[config.mk]
export PLATFORM = sky130hd
export DESIGN_NAME = pc_fetch_unit_flat
export DESIGN_NICKNAME = d
export VERILOG_FILES = /design/src/rtl/pc_fetch_unit_pkg.sv /design/src/rtl/pc_fetch_unit_if.sv /design/src/rtl/pc_fetch_unit_redirect_buf.sv /design/src/rtl/pc_fetch_unit.sv /design/src/flat_wrapper.sv
export SDC_FILE = /design/constraint.sdc
export NUM_CORES = 1
export LEC_CHECK = 0
export BUFFER_PORTS_ARGS = -buffer_cell sky130_fd_sc_hd__buf_4
export CORE_ASPECT_RATIO = 1.75
export CORE_MARGIN = 8
export CORE_UTILIZATION = 35
export DETAILED_ROUTE_END_ITERATION = 6
export PLACE_DENSITY_LB_ADDON = 0.08
export SLEW_MARGIN = 20
export SYNTH_ARGS = -nofsm -noshare
export SYNTH_HDL_FRONTEND = slang
export SYNTH_SLANG_ARGS = --single-unit
[constraint.sdc]
create_clock -name pc_clk -period 3.75 [get_ports pc_clk]
set_input_delay 0.1875 -clock pc_clk [delete_from_list [all_inputs] [get_ports pc_clk]]
set_output_delay 0.1875 -clock pc_clk [all_outputs]
set_load 0.01 [all_outputs]
[src/rtl/pc_fetch_unit_pkg.sv]
// Shared types and default sizing for the fetch-address generator.
package otter_pc_pkg;

  localparam int unsigned XLEN_DEF       = 32;
  localparam int unsigned ALIGN_BITS_DEF = 2;

  typedef enum logic [1:0] {
    BOOT = 2'd0,
    RUN  = 2'd1,
    HALT = 2'd2
  } pc_state_t;

endpackage

[src/rtl/pc_fetch_unit_if.sv]
// Pipeline/memory-facing signal bundle of the fetch unit; master is the fetch unit itself.
interface pc_fetch_unit_if import otter_pc_pkg::*; #(
  parameter int unsigned XLEN = XLEN_DEF
);
  logic            pc_stall;
  logic            fetch_ready;
  logic            redirect_valid;
  logic [XLEN-1:0] redirect_target;
  logic            trap_valid;
  logic [XLEN-1:0] trap_vector;
  logic [XLEN-1:0] PC_CNT;
  logic [XLEN-1:0] pc_next_seq;
  logic            fetch_valid;
  logic            misalign_err;
  logic            wrap_pulse;

  modport master (
    input  pc_stall, fetch_ready, redirect_valid, redirect_target, trap_valid, trap_vector,
    output PC_CNT, pc_next_seq, fetch_valid, misalign_err, wrap_pulse
  );

  modport slave (
    output pc_stall, fetch_ready, redirect_valid, redirect_target, trap_valid, trap_vector,
    input  PC_CNT, pc_next_seq, fetch_valid, misalign_err, wrap_pulse
  );
endinterface

[src/rtl/pc_fetch_unit_redirect_buf.sv]
// One-entry holding register for a redirect that arrived while fetch could not advance.
module pc_redirect_buf import otter_pc_pkg::*; #(
  parameter int unsigned XLEN = XLEN_DEF
) (
  input  logic            pc_clk,
  input  logic            pc_rst_n,
  input  logic            capture,
  input  logic [XLEN-1:0] capture_target,
  input  logic            clear,
  output logic            pend_valid,
  output logic [XLEN-1:0] pend_target
);

  // A newer capture simply overwrites the held target: latest redirect wins.
  always_ff @(posedge pc_clk or negedge pc_rst_n) begin
    if (!pc_rst_n) begin
      pend_valid  <= 1'b0;
      pend_target <= '0;
    end else if (clear) begin
      pend_valid  <= 1'b0;
    end else if (capture) begin
      pend_valid  <= 1'b1;
      pend_target <= capture_target;
    end
  end

endmodule

[src/rtl/pc_fetch_unit.sv]
// Program-counter generator: sequential fetch, branch redirects (with stall buffering),
// trap entry and a halt on misaligned redirect targets.
//
// state | meaning
// BOOT  | first cycle after reset, no fetch issued
// RUN   | normal fetch, PC advances when not stalled and memory ready
// HALT  | misaligned redirect seen, PC frozen until a trap
module pc_fetch_unit import otter_pc_pkg::*; #(
  parameter int unsigned     XLEN         = XLEN_DEF,
  parameter logic [XLEN-1:0] RESET_VECTOR = '0,
  parameter int unsigned     ALIGN_BITS   = ALIGN_BITS_DEF
) (
  input  logic           pc_clk,
  input  logic           pc_rst_n,
  pc_fetch_unit_if.master bus
);

  localparam logic [XLEN-1:0] INC        = XLEN'(1) << ALIGN_BITS;
  localparam logic [XLEN-1:0] ALIGN_MASK = INC - XLEN'(1);

  pc_state_t       state_q, state_d;
  logic [XLEN-1:0] pc_q, pc_d, pc_seq, tgt;
  logic            mis_q, mis_d, wrap_q, wrap_d;
  logic            advance, tgt_sel, buf_capture, buf_clear;
  logic            pend_valid;
  logic [XLEN-1:0] pend_target;

  assign advance = (state_q == RUN) && !bus.pc_stall && bus.fetch_ready;
  assign pc_seq  = pc_q + INC;

  pc_redirect_buf #(.XLEN(XLEN)) u_redirect_buf (
    .pc_clk         (pc_clk),
    .pc_rst_n       (pc_rst_n),
    .capture        (buf_capture),
    .capture_target (bus.redirect_target),
    .clear          (buf_clear),
    .pend_valid     (pend_valid),
    .pend_target    (pend_target)
  );

  always_ff @(posedge pc_clk or negedge pc_rst_n) begin
    if (!pc_rst_n) begin
      state_q <= BOOT;
      pc_q    <= RESET_VECTOR;
      mis_q   <= 1'b0;
      wrap_q  <= 1'b0;
    end else begin
      state_q <= state_d;
      pc_q    <= pc_d;
      mis_q   <= mis_d;
      wrap_q  <= wrap_d;
    end
  end

  always_comb begin
    state_d     = state_q;
    pc_d        = pc_q;
    mis_d       = mis_q;
    wrap_d      = 1'b0;
    buf_capture = 1'b0;
    buf_clear   = 1'b0;
    tgt_sel     = 1'b0;
    tgt         = bus.redirect_target;
    if (bus.trap_valid) begin
      pc_d      = bus.trap_vector & ~ALIGN_MASK;
      state_d   = RUN;
      mis_d     = 1'b0;
      buf_clear = 1'b1;
    end else begin
      unique case (state_q)
        BOOT: state_d = RUN;
        RUN: begin
          if (advance) begin
            // A live redirect is newer information than the buffered one, so it wins.
            if (bus.redirect_valid) begin
              tgt_sel = 1'b1;
              tgt     = bus.redirect_target;
            end else if (pend_valid) begin
              tgt_sel = 1'b1;
              tgt     = pend_target;
            end
            buf_clear = pend_valid;
            if (tgt_sel) begin
              if (|(tgt & ALIGN_MASK)) begin
                state_d = HALT;
                mis_d   = 1'b1;
              end else begin
                pc_d = tgt;
              end
            end else begin
              pc_d   = pc_seq;
              wrap_d = (pc_seq == '0);
            end
          end else if (bus.redirect_valid) begin
            buf_capture = 1'b1;
          end
        end
        HALT: state_d = HALT;
        default: state_d = BOOT;
      endcase
    end
  end

  assign bus.PC_CNT       = pc_q;
  assign bus.pc_next_seq  = pc_seq;
  assign bus.fetch_valid  = (state_q == RUN) && !bus.pc_stall;
  assign bus.misalign_err = mis_q;
  assign bus.wrap_pulse   = wrap_q;

endmodule

[src/flat_wrapper.sv]
// flat-port wrapper written by rule: the top's interface ports become plain ports
module pc_fetch_unit_flat import otter_pc_pkg::*;
#(
  parameter int unsigned     XLEN         = XLEN_DEF,
  parameter logic [XLEN-1:0] RESET_VECTOR = '0,
  parameter int unsigned     ALIGN_BITS   = ALIGN_BITS_DEF
)
  (pc_clk, pc_rst_n, bus_pc_stall, bus_fetch_ready, bus_redirect_valid, bus_redirect_target, bus_trap_valid, bus_trap_vector, bus_PC_CNT, bus_pc_next_seq, bus_fetch_valid, bus_misalign_err, bus_wrap_pulse);
  pc_fetch_unit_if #(.XLEN(XLEN)) bus_i ();
  input  logic pc_clk;
  input  logic pc_rst_n;
  input wire logic [$bits(bus_i.pc_stall)-1:0] bus_pc_stall;
  input wire logic [$bits(bus_i.fetch_ready)-1:0] bus_fetch_ready;
  input wire logic [$bits(bus_i.redirect_valid)-1:0] bus_redirect_valid;
  input wire logic [$bits(bus_i.redirect_target)-1:0] bus_redirect_target;
  input wire logic [$bits(bus_i.trap_valid)-1:0] bus_trap_valid;
  input wire logic [$bits(bus_i.trap_vector)-1:0] bus_trap_vector;
  output wire logic [$bits(bus_i.PC_CNT)-1:0] bus_PC_CNT;
  output wire logic [$bits(bus_i.pc_next_seq)-1:0] bus_pc_next_seq;
  output wire logic [$bits(bus_i.fetch_valid)-1:0] bus_fetch_valid;
  output wire logic [$bits(bus_i.misalign_err)-1:0] bus_misalign_err;
  output wire logic [$bits(bus_i.wrap_pulse)-1:0] bus_wrap_pulse;
  assign bus_i.pc_stall = bus_pc_stall;
  assign bus_i.fetch_ready = bus_fetch_ready;
  assign bus_i.redirect_valid = bus_redirect_valid;
  assign bus_i.redirect_target = bus_redirect_target;
  assign bus_i.trap_valid = bus_trap_valid;
  assign bus_i.trap_vector = bus_trap_vector;
  assign bus_PC_CNT = bus_i.PC_CNT;
  assign bus_pc_next_seq = bus_i.pc_next_seq;
  assign bus_fetch_valid = bus_i.fetch_valid;
  assign bus_misalign_err = bus_i.misalign_err;
  assign bus_wrap_pulse = bus_i.wrap_pulse;
  pc_fetch_unit #(.XLEN(XLEN), .RESET_VECTOR(RESET_VECTOR), .ALIGN_BITS(ALIGN_BITS)) u_core (.pc_clk(pc_clk), .pc_rst_n(pc_rst_n), .bus(bus_i));
endmodule
==> impl_metrics.csv <==
group,metric,value,unit
pwr,p_leak,2.48,nW
yosys,synth_nets,528,
yosys,async_reset_ff_share,100,%
critical_path,timing.critical_path.required,3.97,ns
yosys,yosys_register_bits,69,
die,start_util,35.5,%
global_route,grt_pass1_vias,4141,
clock_tree,clock_path_buffers,2,
sta,grt_setup_unrepaired,"false",
drt,via_count,3992,
sta,setup_tns,0,ns
layout,final_layout_size_suffix_gt1_share,36.0,%
critical_path,crit_path_end_kind,"flip-flop",
layout,final_nets,650,
global_route,grt.total_usage,18.5,%
layout,instances_no_fill,717,
min_path,hp-class,"primary input to asynchronous set/reset pin",
sta,finalSetupViolCount,0,
global_route,antenna_found_initial,0,
drt,drc,0,
clock_tree,path_clk_slew,0.05,ns
die,die_y,161,um
die,io_pins,137,
yosys,synth.distinct_cells,56,
clock_tree,cts_sinks,69,
global_route,grt_pass1_wl,22900,um
drt,drt-vias-per-instance,5.57,
clock_tree,worst_skew_pair.late_latency,0.33,ns
die,fp-row-count,53,
drt,route.antenna.remaining_nets,0,
sta,hold_viol,1,
yosys,yosys.area.top_type,"dfrtp_1",
placed_design,dpl.cell_count,702,
critical_path,crit_path_max_fanout,9,
clock_tree,clock-root-buffer,"clkbuf_16",
global_route,grt_max_degree,70,
yosys,avgSynthCellArea,9.28,um2
yosys,synth_common_cells,"dfrtp_1, nand2_1, mux2_2",
drt,drt_iter0_drc,167,
die,die_w,98.9,um
run_status,violations,"hold timing",
run_status,status,"finished, violations left",
clock_tree,post_cts_buffers,0,
die,dieArea,15900,um2
clock_tree,hold_buffers,0,
sta,fin_hold_ws,-0.00146,ns
run,maxCapViolations,0,
yosys,yosys_warnings,0,
drt,wl,14700,um
global_route,overflow,0,
clock_tree,ctsResizeCount,0,
pwr,p_per_area,570,nW/um2
drt,routedWlPerCell,20.5,um
critical_path,arrival,3.61,ns
yosys,syn_area,4210,um2
sta,max_freq,296,MHz
layout,area_growth,32.5,%
critical_path,startpoint_type,"flip-flop",
layout,insertedDiodeCount,0,
critical_path,ff2ff_setup_slack,0.37,ns
yosys,synthCells,454,
sta,fin_crit_sh,90.2,%
yosys,synth_edf_count,0,
yosys,synth_top_area_share,41.0,%
yosys,synth.area.top_cells,"dfrtp_1, mux2_2, nand2_1",
placed_design,place_hpwl,11100,um
sta,tightest_slew,0.934,ns
yosys,yosysMostFrequentCell,"dfrtp_1",
sta,clock_skew,0.00871,ns
clock_tree,cts_tree,"done",
sta,slew_headroom,37.7,%
critical_path,path_class,"flip-flop to flip-flop",
placed_design,place.gp.congestion,0.896,
pwr,ir_worst_vdd,0.000280,V
yosys,synth_seq_area_share,41.0,%
sta,fin_crit,3.38,ns
placed_design,port_buffers,134,
yosys,synth-main-ff-cell,"dfrtp_1",
clock_tree,htreeDepth,3,
drt,first_pass_iters,4,
sta,maxSlewViolCount,0,
clock_tree,cts_buffers,9,
die,core,11900,um2
## logic make-up after synthesis
| family | Yosys count | share of synthesized area, % |
|---|---|---|
| AOI/OAI and AO/OA | 119 | 17.4 |
| xor gates and xnor gates | 23 | 4.78 |
| adders and majority gates | 4 | 1.19 |
| buffers and inverters | 53 | 5.34 |
| DFF | 69 | 41.0 |
| muxes | 46 | 11.9 |
| and+or+nand+nor | 140 | 18.4 |
## worst paths after layout
| check | startpoint | end | cells after the start |
|---|---|---|---|
| worst max-delay path | u_core.bus.PC_CNT[2] | u_core.bus.wrap_pulse | 7 |
| worst min-delay path | pc_rst_n | u_core.u_redirect_buf.pend_target[11] | 1 |
| worst max register to register | u_core.bus.PC_CNT[2] | u_core.bus.wrap_pulse | 7 |
| worst min register to register | u_core.u_redirect_buf.pend_target[17] | u_core.u_redirect_buf.pend_target[17] | 1 |
| max in group asynchronous | pc_rst_n | u_core.bus.wrap_pulse | 1 |
| min in group pc_clk | bus_redirect_target[13] | u_core.u_redirect_buf.pend_target[13] | 3 |
## worst max-delay path, stage by stage (launching register included)
cell and delay (ns):
dfrtp_1 0.47, ha_1 0.25, nand3_2 0.20, or4_1 0.82, nor4_4 0.41, xor2_1 0.13, or4_2 0.69, nor4_2 0.28
## where the power goes
group | total (W) | switching, W | internal [W]
sequential | 0.00122 | 0.000225 | 0.000997
combinational | 0.00119 | 0.000597 | 0.000595
clock | 0.000770 | 0.000309 | 0.000460
## metrics by stage
stage / power (W) / cell area (um2) / setup slack [ns] / utilization, %
final: 0.00318 / 5580 / 0.369 / 47.0
after global routing: 0.00339 / 5580 / 0.213 / 47.0
after CTS: 0.00322 / 5580 / 0.423 / 47.0
after detailed placement: 0.00244 / 5320 / 0.451 / 44.8
after global placement: 0.00240 / 5320 / 0.546 / 44.8
after floorplan: 0.00189 / 4210 / 0.729 / -
## state kept, by name (all words and copies together) (netlist names)
name / cells
u_core.bus.PC_CNT: 32
u_core.bus.wrap_pulse: 1
u_core.u_redirect_buf.pend_valid: 1
u_core.bus.misalign_err: 1
u_core.u_redirect_buf.pend_target: 32
u_core.state_q: 2
## placed cells by master, fill, tap and decap left out, drive strengths merged, types with 2 or more instances in the layout
cell type and instances:
nor2 18, a221oi 2, inv 21, or2 4
nor4b 2, nor4 11, nor3 14, xor2 13
ha 4, a211oi 2, a21boi 2, clkbuf 13
and3 5, xnor2 10, dfrtp 69, o211ai 10
a22o 2, o22ai 16, o21a 5, clkinv 2
buf 143, o221ai 2, nand3 13, o21ai 31
nand4 10, mux2 33, and4 4, nor2b 3
nand2b 3, a31oi 11, nand2 42, a21oi 26
a22oi 7, and2 2, or3 2, mux2i 13
or4 4
## layout make-up
| class | instances | area [um2] |
|---|---|---|
| fill | 1191 | 6290 |
| multi-input combinational | 332 | 2270 |
| sequential | 69 | 1730 |
| timing repair buffer | 143 | 1070 |
| clock buffer | 13 | 250 |
| tap | 137 | 171 |
| inverter | 21 | 78.8 |
| clock inverter | 2 | 10.0 |
## routing by layer
| layer | global-route usage [%] | routed length, um |
|---|---|---|
| met1 | 19.8 | 5650 |
| met2 | 33.2 | 7760 |
| met3 | 4.31 | 803 |
| met4 | 8.57 | 507 |
| met5 | 0 | 0 |
(Power assumes the default switching activity.)
